## config.mk

```make
export PLATFORM = sky130hd
export DESIGN_NAME = dual_adc_stream_arbiter
export DESIGN_NICKNAME = d
export VERILOG_FILES = /design/src/rtl/dual_adc_stream_arbiter.sv
export SDC_FILE = /design/constraint.sdc
export NUM_CORES = 1
export LEC_CHECK = 0
export CORE_MARGIN = 2
export CORE_UTILIZATION = 30
export DETAILED_ROUTE_END_ITERATION = 16
export SYNTH_ARGS = -nofsm -noshare
export SYNTH_HDL_FRONTEND = slang
export SYNTH_SLANG_ARGS = --single-unit
```

## constraint.sdc

```tcl
create_clock -name clock -period 2.8 [get_ports clock]
set_input_delay 0.42 -clock clock [delete_from_list [all_inputs] [get_ports clock]]
set_output_delay 0.42 -clock clock [all_outputs]
set_load 0.02 [all_outputs]
```

## src/rtl/dual_adc_stream_arbiter.sv

```systemverilog
`default_nettype none
// ============================================================================
// Module  : dual_adc_stream_arbiter
// Brief   : Buffers the left/right ADC strobe streams in per-channel FIFOs and
//           merges them round-robin onto one channel-tagged valid/ready stream.
//           Optional drop counters: define DUAL_ADC_ARB_DROPCNT_EN.
// Revision: 1.0 - initial release
// ============================================================================
module dual_adc_stream_arbiter #(
  parameter int DATA_WIDTH = 12,
  parameter int FIFO_DEPTH = 4
) (
  input  logic                  clock,
  input  logic                  reset,
  input  logic [DATA_WIDTH-1:0] ldata,
  input  logic                  lstrb,
  input  logic [DATA_WIDTH-1:0] rdata,
  input  logic                  rstrb,
  output logic [DATA_WIDTH-1:0] out_data,
  output logic                  out_chan,
  output logic                  out_valid,
  input  logic                  out_ready,
  output logic                  ovf_l,
  output logic                  ovf_r,
  input  logic                  ovf_clear
`ifdef DUAL_ADC_ARB_DROPCNT_EN
  ,
  output logic [7:0]            drop_cnt_l,
  output logic [7:0]            drop_cnt_r
`endif
);

  localparam int AW = $clog2(FIFO_DEPTH);
  localparam int PW = AW + 1;
  localparam logic [PW-1:0] PTR_MSB = {1'b1, {AW{1'b0}}};

  logic [DATA_WIDTH-1:0] mem_l_q [FIFO_DEPTH];
  logic [DATA_WIDTH-1:0] mem_l_d [FIFO_DEPTH];
  logic [DATA_WIDTH-1:0] mem_r_q [FIFO_DEPTH];
  logic [DATA_WIDTH-1:0] mem_r_d [FIFO_DEPTH];
  logic [PW-1:0]         wptr_l_q, wptr_l_d, rptr_l_q, rptr_l_d;
  logic [PW-1:0]         wptr_r_q, wptr_r_d, rptr_r_q, rptr_r_d;
  logic [DATA_WIDTH-1:0] out_data_q, out_data_d;
  logic                  out_chan_q, out_chan_d;
  logic                  out_valid_q, out_valid_d;
  logic                  last_q, last_d;
  logic                  ovf_l_q, ovf_l_d, ovf_r_q, ovf_r_d;

  logic empty_l, empty_r, full_l, full_r;
  logic push_l, push_r, drop_l, drop_r;
  logic slot_free, pop_l, pop_r;

  // Full/empty come from start-of-cycle pointers, so a pop in the same cycle
  // never rescues a strobe that arrives on a full FIFO.
  always_comb begin
    empty_l   = (wptr_l_q == rptr_l_q);
    empty_r   = (wptr_r_q == rptr_r_q);
    full_l    = ((wptr_l_q ^ rptr_l_q) == PTR_MSB);
    full_r    = ((wptr_r_q ^ rptr_r_q) == PTR_MSB);
    push_l    = lstrb & ~full_l;
    push_r    = rstrb & ~full_r;
    drop_l    = lstrb & full_l;
    drop_r    = rstrb & full_r;
    slot_free = ~out_valid_q | out_ready;
    pop_l     = 1'b0;
    pop_r     = 1'b0;
    if (slot_free) begin
      if (!empty_l && !empty_r) begin
        pop_l = last_q;
        pop_r = ~last_q;
      end else begin
        pop_l = ~empty_l;
        pop_r = empty_l & ~empty_r;
      end
    end
  end

  always_comb begin
    mem_l_d  = mem_l_q;
    mem_r_d  = mem_r_q;
    wptr_l_d = wptr_l_q;
    wptr_r_d = wptr_r_q;
    rptr_l_d = rptr_l_q;
    rptr_r_d = rptr_r_q;
    if (push_l) begin
      mem_l_d[wptr_l_q[AW-1:0]] = ldata;
      wptr_l_d = wptr_l_q + PW'(1);
    end
    if (push_r) begin
      mem_r_d[wptr_r_q[AW-1:0]] = rdata;
      wptr_r_d = wptr_r_q + PW'(1);
    end
    if (pop_l) rptr_l_d = rptr_l_q + PW'(1);
    if (pop_r) rptr_r_d = rptr_r_q + PW'(1);
  end

  always_comb begin
    out_data_d  = out_data_q;
    out_chan_d  = out_chan_q;
    out_valid_d = out_valid_q;
    last_d      = last_q;
    if (pop_l) begin
      out_data_d  = mem_l_q[rptr_l_q[AW-1:0]];
      out_chan_d  = 1'b0;
      out_valid_d = 1'b1;
      last_d      = 1'b0;
    end else if (pop_r) begin
      out_data_d  = mem_r_q[rptr_r_q[AW-1:0]];
      out_chan_d  = 1'b1;
      out_valid_d = 1'b1;
      last_d      = 1'b1;
    end else if (slot_free) begin
      out_valid_d = 1'b0;
    end
    ovf_l_d = drop_l | (ovf_l_q & ~ovf_clear);
    ovf_r_d = drop_r | (ovf_r_q & ~ovf_clear);
  end

  always_ff @(posedge clock) begin
    if (reset) begin
      mem_l_q     <= '{default: '0};
      mem_r_q     <= '{default: '0};
      wptr_l_q    <= '0;
      rptr_l_q    <= '0;
      wptr_r_q    <= '0;
      rptr_r_q    <= '0;
      out_data_q  <= '0;
      out_chan_q  <= 1'b0;
      out_valid_q <= 1'b0;
      last_q      <= 1'b1;
      ovf_l_q     <= 1'b0;
      ovf_r_q     <= 1'b0;
    end else begin
      mem_l_q     <= mem_l_d;
      mem_r_q     <= mem_r_d;
      wptr_l_q    <= wptr_l_d;
      rptr_l_q    <= rptr_l_d;
      wptr_r_q    <= wptr_r_d;
      rptr_r_q    <= rptr_r_d;
      out_data_q  <= out_data_d;
      out_chan_q  <= out_chan_d;
      out_valid_q <= out_valid_d;
      last_q      <= last_d;
      ovf_l_q     <= ovf_l_d;
      ovf_r_q     <= ovf_r_d;
    end
  end

  assign out_data  = out_data_q;
  assign out_chan  = out_chan_q;
  assign out_valid = out_valid_q;
  assign ovf_l     = ovf_l_q;
  assign ovf_r     = ovf_r_q;

`ifdef DUAL_ADC_ARB_DROPCNT_EN
  logic [7:0] drop_cnt_l_q, drop_cnt_l_d, drop_cnt_r_q, drop_cnt_r_d;

  // A clear restarts counting, so a drop in the clearing cycle leaves 1.
  always_comb begin
    drop_cnt_l_d = drop_cnt_l_q;
    drop_cnt_r_d = drop_cnt_r_q;
    if (ovf_clear) begin
      drop_cnt_l_d = {7'd0, drop_l};
      drop_cnt_r_d = {7'd0, drop_r};
    end else begin
      if (drop_l && drop_cnt_l_q != 8'hFF) drop_cnt_l_d = drop_cnt_l_q + 8'd1;
      if (drop_r && drop_cnt_r_q != 8'hFF) drop_cnt_r_d = drop_cnt_r_q + 8'd1;
    end
  end

  always_ff @(posedge clock) begin
    if (reset) begin
      drop_cnt_l_q <= 8'd0;
      drop_cnt_r_q <= 8'd0;
    end else begin
      drop_cnt_l_q <= drop_cnt_l_d;
      drop_cnt_r_q <= drop_cnt_r_d;
    end
  end

  assign drop_cnt_l = drop_cnt_l_q;
  assign drop_cnt_r = drop_cnt_r_q;
`endif

endmodule
`default_nettype wire

```

==> impl_metrics.yaml <==
status:
  status: "completed"
clocking:
  clock-sinks: 125
  cts-buffers-inserted: 17
  path_clk_slew_ns: 0.06
  cts_tree: "built"
  clock_latency_ns: 0.41
  clock_path_buffers: 2
  ctsHoldBuffers: 0
  cts_root_buf: "clkbuf_16"
  cts_setup_buffers: 0
  cts_resized: 0
  htree_levels: 4
timing:
  worst_pin_slew_ns: 0.9457
  setup_viol: 0
  timing.fmax_mhz: 438.3
  timing_hold_violations_final: 0
  slew_headroom_pct: 36.95
  fin_worst_skew_ns: 0.006936
  grt_setup_unrepaired: "no"
  drv_slew: 0
  finalCriticalPeriod_ns: 2.282
  post-route-period-util_pct: 81.49
  timing.setup.tns_ns: 0
synth:
  synth_async_sr_flop_share_pct: 0
  synthTopCellsByArea: "dfxtp_1 44%, mux2i_1 17%, mux4_2 9.6%"
  synthMostInstantiatedCell: "dfxtp_1"
  yosysSeqAreaShare_pct: 44.46
  synth_cells: 519
  ys_ff_latch: 125
  yosysWarnings: 0
  synth_top_area_share_pct: 44.46
  yosys_most_used_dff: "dfxtp_1"
  ys_types: 40
  synth_common_cells: "125 x dfxtp_1, 105 x nor2_1, 98 x mux2i_1, 24 x mux4_2, 20 x clkbuf_1"
  synth.cell_area_sq_um: 5628
  syn_area_per_cell_sq_um: 10.84
  yosys.area.top_type: "dfxtp_1"
  synth_edf_count: 0
  syn_nets: 559
power_and_ir_drop:
  combPwrFrac_pct: 27.0
  ir_worst_vdd_mv: 0.3815
  internal-power_mw: 4.116
  switching_share_pct: 30.96
  pwr-share-seq_pct: 35.8
  powerDensity_nw_per_um2: 860.7
  clkPwrFrac_pct: 37.1
  switching_power_mw: 1.845
  p_leak_nw: 3.060
grt:
  grt_use_met2_pct: 22.41
  track_usage_pct: 13.99
  grt-ovfl-total: 0
  grt_util_met3_pct: 4.144
  busiest_layer: "met2"
  antenna_found_initial: 0
  grt_pass1_wl_um: 21400
  grt_max_degree: 93
  use_met1_pct: 17.91
  grt_pass1_vias: 4088
floorplan:
  core_sq_um: 18580
  initial_core_util_pct: 30.29
  std_cell_rows: 50
  die_h_um: 141.0
  die_w_um: 141.0
  dieArea_sq_um: 19870
  io-pin-count: 46
placed_design:
  placed_cell_area_sq_um: 6335
  place_hpwl_um: 9322
  port_buffers: 45
  dp_cells: 776
  gp_congestion: 0.7800
finish:
  final_cell_area_sq_um: 6925
  drive_gt1_share_pct: 15.03
  final_nets: 601
  diodes: 0
  num-fill-cells: 1766
  area_growth_pct: 23.05
  finalNonFillerCells: 806
detailed_routing:
  first_iter_violations: 282
  vias_per_cell: 4.998
  ant_nets: 0
  vias: 4028
  dr.pass1.iters: 4
  drc: 0
  wire_per_inst_um: 16.49
  wl_um: 13290
worst_setup_path:
  r2r_setup_slack_ns: 0.52
  worstSetupEndpointType: "flip-flop"
  required_ns: 3.04
  worstPathArrival_ns: 2.52
  setup.worst_path.start_class: "flip-flop"
  worst-path-max-fanout: 20
  crit_type: "reg -> reg"
job:
  timing.max_cap.violations: 0
worst_hold_path:
  hold_class: "reg -> reg"
[cell usage in the layout (no fill, tap or decap), types with 2 or more instances in the layout]
cell type | netlist | final
dfxtp_1 | 125 | 125
nor2_1 | 105 | 105
mux2i_1 | 98 | 98
clkdlybuf4s50_1 | 0 | 44
mux4_2 | 24 | 24
buf_4 | 12 | 18
inv_1 | 17 | 17
clkbuf_16 | 0 | 17
a2111oi_0 | 15 | 15
nor3_1 | 14 | 14
ha_1 | 10 | 10
a2111oi_1 | 9 | 9
o311ai_2 | 2 | 8
xnor2_1 | 7 | 7
a21oi_1 | 7 | 7
xor2_1 | 5 | 5
o31ai_1 | 4 | 4
nor2b_1 | 4 | 4
nand3_1 | 4 | 4
bufinv_16 | 0 | 3
clkbuf_1 | 20 | 3
clkinv_2 | 0 | 3
clkbuf_8 | 0 | 3
xor2_2 | 2 | 2
a31oi_1 | 2 | 2
nand2b_1 | 2 | 2
o21ai_0 | 2 | 2
mux2_2 | 2 | 2
[per-layer routing]
metal  wire, um  up-vias
met1       6026     2000
met2       6558       71
met4        182        0
met3        521       16
met5          0        -
li1           -     1941
[stage by stage]
stage	setup WS [ns]	total power, mW	hold slack [ns]	utilization (%)
global placement	0.6203	3.744	0.4625	34.09
detailed placement	0.5209	3.791	0.4608	34.09
floorplan	0.9875	3.301	0.4578	-
finish	0.5184	5.961	0.4697	37.27
CTS	0.5191	6.009	0.4704	37.27
global route	0.3054	6.250	0.5186	37.27
[registers in the layout (all words and copies together), names as in the netlist, 3 cells and up]
name,cells
mem_r_q,48
rptr_r_q,3
mem_l_q,48
wptr_l_q,3
rptr_l_q,3
wptr_r_q,3
out_data,12
[power by group through the flow]
stage	clock network (mW)	registers [mW]	logic, mW
4_1_cts	2.25	2.14	1.62
3_5_place_dp	0	2.18	1.62
5_1_grt	2.33	2.16	1.76
2_1_floorplan	0	2.15	1.15
3_3_place_gp	0	2.17	1.58
6_report	2.21	2.14	1.61
[cells by family (layout without fill, tap and decap cells)]
| kind of cell | Yosys count | after routing | synth area share (%) |
|---|---|---|---|
| buffers and inverters | 56 | 109 | 4.802 |
| adder cells (fa/ha/maj) | 10 | 10 | 2.223 |
| flip-flops | 125 | 125 | 44.46 |
| AO/OA/AOI/OAI | 53 | 53 | 8.204 |
| multiplexers | 124 | 124 | 27.43 |
| AND/OR/NAND/NOR | 136 | 136 | 10.14 |
| XOR/XNOR | 15 | 15 | 2.735 |
[worst paths after layout]
check / start / to / cells after the start
max: rptr_r_q[2] / out_data[1] / 4
min: ovf_l / ovf_l / 2
max reg2reg: rptr_r_q[2] / out_data[1] / 4
min reg2reg: ovf_l / ovf_l / 2
[final cells by class]
cell class                 count  area (sq um)  share of cell area [%]
multi-input combinational    338          2900                   41.88
sequential                   125          2502                   36.13
timing repair buffer          62         575.6                   8.311
clock buffer                  23         478.0                   6.902
tap                          234         292.8                   4.228
clock inverter                 7         112.6                   1.626
inverter                      17         63.81                  0.9214
[critical path, stage by stage (launching register included)]
cell and delay, ns:
dfxtp_1 0.34, xnor2_2 0.42, and3_1 0.64, a31o_1 0.52, a2111oi_0 0.19
(Power assumes the default switching activity.)
==> edit 1 (same flow settings) <==
Set the parameter `FIFO_DEPTH` to 8 (it was 4).
--- a/src/rtl/dual_adc_stream_arbiter.sv
+++ b/src/rtl/dual_adc_stream_arbiter.sv
@@ -9,5 +9,5 @@
 module dual_adc_stream_arbiter #(
   parameter int DATA_WIDTH = 12,
-  parameter int FIFO_DEPTH = 4
+  parameter int FIFO_DEPTH = 8
 ) (
   input  logic                  clock,
Formal check against the unedited RTL: not equivalent (Yosys sat finds a counterexample within 10 cycles, from zero or initial values and one cycle with reset high).
==> edit 1 against the unedited design <==
First-iteration DRC count rose by 71%. Synthesized area rose by 76%. Synthesized cell count rose by 86%. Routed wire length rose by 76%. Worst setup slack improved by 0.026 ns. Non-clock buffer count rose by 13. Maximum frequency rose by 1.2%. Cell count rose by 77%. Sequential cell count rose by 100. Design area rose by 67%. Power rose by 40%. Largest cell class unchanged. Highest routed layer is now met5.
==> edit 1: results (changes against the unedited design) <==
[final_layout] Filler cells 3245 [was 1766]
[route] first-iteration detailed-routing DRC count 482 [was 282]
[clock_tree] number of buffers between clock root and the deepest sink 3 [was 2]
[route] top sig layer met5 [was met4]
[critical_path] cell with the largest stage delay on the worst path sky130_fd_sc_hd__nor2_1 [was sky130_fd_sc_hd__and3_1]
[min_path] Hold Path Sink rptr_l_q[3] [was ovf_l]
[route] routed length per placed instance 16.40 um [was 16.49 um]
[final_layout] final std cells w/o fill 1425 [was 806]
[timing] final setup skew 0.01190 ns [was 0.006936 ns]
[timing] Hold WS 0.3631 ns [was 0.4697 ns]
[placement] half-perimeter wire length after placement 14.68 mm [was 9.322 mm]
[route] met3 wire len 1.279 mm [was 521 um]
[critical_path] worst-path maximum fanout 12 [was 20]
[clock_tree] clock latency at the later pin of the worst-skew pair 0.53 ns [was 0.41 ns]
[pwr] Seq pwr share 42.5% [was 35.8%]
[global_route] met3 Resource Use GR 3.052% [was 4.144%]
[final_layout] share of cells above drive strength 1 12.82% [was 15.03%]
[pwr] switching fraction of total power 29.14% [was 30.96%]
[pwr] cell leakage power 4.606 nW [was 3.060 nW]
[global_route] total routing resource utilization after global routing 13.67% [was 13.99%]
[route] Via Count 6857 [was 4028]
[global_route] met2 track utilization from global routing 21.38% [was 22.41%]
[global_route] antenna violations before repair 2 [was 0]
[clock_tree] TritonCTS buffer count 24 [was 17]
[timing] highest achievable clock rate 443.4 MHz [was 438.3 MHz]
[yosys] commonest cells in the netlist 225 x sky130_fd_sc_hd__dfxtp_1, 192 x sky130_fd_sc_hd__mux2i_1, 191 x sky130_fd_sc_hd__nor2_1, 66 x sky130_fd_sc_hd__nand2_1, 60 x sky130_fd_sc_hd__clkbuf_1 [was 125 x sky130_fd_sc_hd__dfxtp_1, 105 x sky130_fd_sc_hd__nor2_1, 98 x sky130_fd_sc_hd__mux2i_1, 24 x sky130_fd_sc_hd__mux4_2, 20 x sky130_fd_sc_hd__clkbuf_1]
[yosys] Synthesized Nets 997 [was 559]
[yosys] sequential element share of the synthesized area 45.36% [was 44.46%]
[clock_tree] H-tree level count 1 [was 4]
[outcome] status finished, final reports clean [unchanged]
[global_route] routing usage on met1 18.76% [was 17.91%]
[yosys] xor and xnor fraction of the mapped netlist area 2.205% [was 2.735%]
[pwr] Max IR drop VDD 362.2 uV [was 381.5 uV]
[critical_path] peak per-stage delay on the critical path 0.69 ns [was 0.64 ns]
[yosys] fraction of the mapped netlist area in compound gates 5.116% [was 8.204%]
[min_path] kind of path behind the tightest hold check primary input to register [was register to register]
[route] length of routed wiring on met1 11.33 mm [was 6.026 mm]
[route] met2 WL 10.22 mm [was 6.558 mm]
[placement] weighted congestion at the end of routability-driven global placement 0.7278 [was 0.7800]
[pwr] fraction of power consumed by combinational cells 20.5% [was 27.0%]
-- edit 1: critical path: cells and delay by family, from the launching register on --
| family | cells | cell delay [ns] |
|---|---|---|
| and+or+nand+nor | 2 | 0.89 |
| AOI/OAI and AO/OA | 2 | 0.47 |
| xor gates and xnor gates | 1 | 0.42 |
| DFF | 1 | 0.40 |
-- edit 1: cell families after synthesis --
kind of cell	Yosys count
AND/OR/NAND/NOR	293
adder cells (fa/ha/maj)	4
buffers and inverters	99
AO/OA/AOI/OAI	77
multiplexers	240
XOR/XNOR	25
flip-flops	225
-- edit 1: area by class of cell --
class / count / area [um2] / area share (%)
inverters: 3 / 11.26 / 0.09762
repair buffers: 75 / 714.4 / 6.194
flip-flops and latches: 225 / 4507 / 39.07
clock inverters: 8 / 92.59 / 0.8027
multi-input cells: 639 / 4972 / 43.11
clock buffers: 33 / 684.4 / 5.933
well taps: 442 / 553.0 / 4.794
==> edit 2 (same settings) <==
Without the edit above. Take the reset off `out_data_q` and load it in a clocked block of its own.
--- a/src/rtl/dual_adc_stream_arbiter.sv
+++ b/src/rtl/dual_adc_stream_arbiter.sv
@@ -125,5 +125,4 @@
       wptr_r_q    <= '0;
       rptr_r_q    <= '0;
-      out_data_q  <= '0;
       out_chan_q  <= 1'b0;
       out_valid_q <= 1'b0;
@@ -138,5 +137,4 @@
       wptr_r_q    <= wptr_r_d;
       rptr_r_q    <= rptr_r_d;
-      out_data_q  <= out_data_d;
       out_chan_q  <= out_chan_d;
       out_valid_q <= out_valid_d;
@@ -145,4 +143,8 @@
       ovf_r_q     <= ovf_r_d;
     end
+  end
+
+  always_ff @(posedge clock) begin
+    out_data_q <= out_data_d;
   end
 
Behaviour: differs if reset is asserted again (counterexample within 4 cycles, from zero or initial values and one cycle with reset high); with reset held inactive, the same outputs for 4 cycles.
==> edit 2 against the unedited design <==
Synthesized cell count decreased by 9.4%. Worst setup slack improved by 0.063 ns. Highest routed layer unchanged. Power shrank 0.36%. Sequential cell count unchanged. Worst hold slack better by 0.019 ns. Count of clock-buffer cells in the layout is 2 higher. Critical path type unchanged. Design area shrank 1.5%. Synthesized area shrank 2.9%. Routed wire length down 9.6%. Sequential share of layout area is 2.3 points higher. Global-route usage fell by 0.79 points. Critical path depth unchanged.
==> edit 2: results (changes against the unedited design) <==
[critical_path] arrival time at the worst endpoint 2.51 ns [was 2.52 ns]
[placement] DP Worst Slack 0.5933 ns [was 0.5209 ns]
[critical_path] cell with the largest stage delay on the worst path sky130_fd_sc_hd__xnor2_1 [was sky130_fd_sc_hd__and3_1]
[timing] headroom to the max-slew limit 37.95% [was 36.95%]
[placement] Post-Place Cell Area 0.006220 mm2 [was 0.006335 mm2]
[critical_path] dominant delay contributor by cell family on the critical path XOR/XNOR gates [was compound AO/OA/AOI/OAI gates]
[pwr] Max IR drop VDD 547.4 uV [was 381.5 uV]
[yosys] Cell variety after synth 34 [was 40]
[placement] weighted congestion at the end of routability-driven global placement 0.7195 [was 0.7800]
[timing] Hold WS 0.4883 ns [was 0.4697 ns]
[yosys] Synthesized Nets 510 [was 559]
[pwr] cell leakage power 3.106 nW [was 3.060 nW]
[yosys] number of flops mapped to enable cells by yosys 12 [was 0]
[yosys] largest cells by area after synthesis sky130_fd_sc_hd__dfxtp_1 41%, sky130_fd_sc_hd__mux2i_1 18%, sky130_fd_sc_hd__mux4_2 9.9% [was sky130_fd_sc_hd__dfxtp_1 44%, sky130_fd_sc_hd__mux2i_1 17%, sky130_fd_sc_hd__mux4_2 9.6%]
[outcome] status finished, final reports clean [unchanged]
[global_route] wire length of the first global-routing pass 19.95 mm [was 21.40 mm]
[route] first-iteration detailed-routing DRC count 136 [was 282]
[global_route] number of global-route vias before repair 3753 [was 4088]
[route] Via Count 3564 [was 4028]
[global_route] met3 Resource Use GR 4.006% [was 4.144%]
[final_layout] share of cells above drive strength 1 19.07% [was 15.03%]
[final_layout] fin nets 562 [was 601]
[placement] half-perimeter wire length after placement 8.013 mm [was 9.322 mm]
[pwr] internal power component 4.176 mW [was 4.116 mW]
[critical_path] worst-path maximum fanout 8 [was 20]
[yosys] average cell area after synthesis 11.63 um2 [was 10.84 um2]
[pwr] total power consumption of the routed design 5.939 mW [was 5.961 mW]
[edit 2: cell type report]
type | count | area (um2)
fill | 1719 | 11080
tap | 229 | 286.5
inverter | 6 | 22.52
sequential | 125 | 2623
clock buffer | 25 | 558.0
clock inverter | 7 | 46.29
timing repair buffer | 61 | 568.0
multi-input combinational | 311 | 2720
[edit 2: logic make-up after synthesis]
group	share of synthesized area, %
xor gates and xnor gates	2.357
adders and majority gates	2.289
AOI/OAI and AO/OA	3.525
muxes	31.49
buffers and inverters	3.090
DFF	47.97
and+or+nand+nor	9.270
[edit 2: how the worst max path moves through the flow]
stage	cells after the start	endpoint	slack, ns
2_1_floorplan	4	out_data[0]	0.51
3_3_place_gp	5	mem_r_q[7]	0.63
3_5_place_dp	4	rptr_r_q[0]	0.59
4_1_cts	4	rptr_r_q[0]	0.57
5_1_grt	4	rptr_r_q[0]	0.36
6_report	4	rptr_r_q[0]	0.58
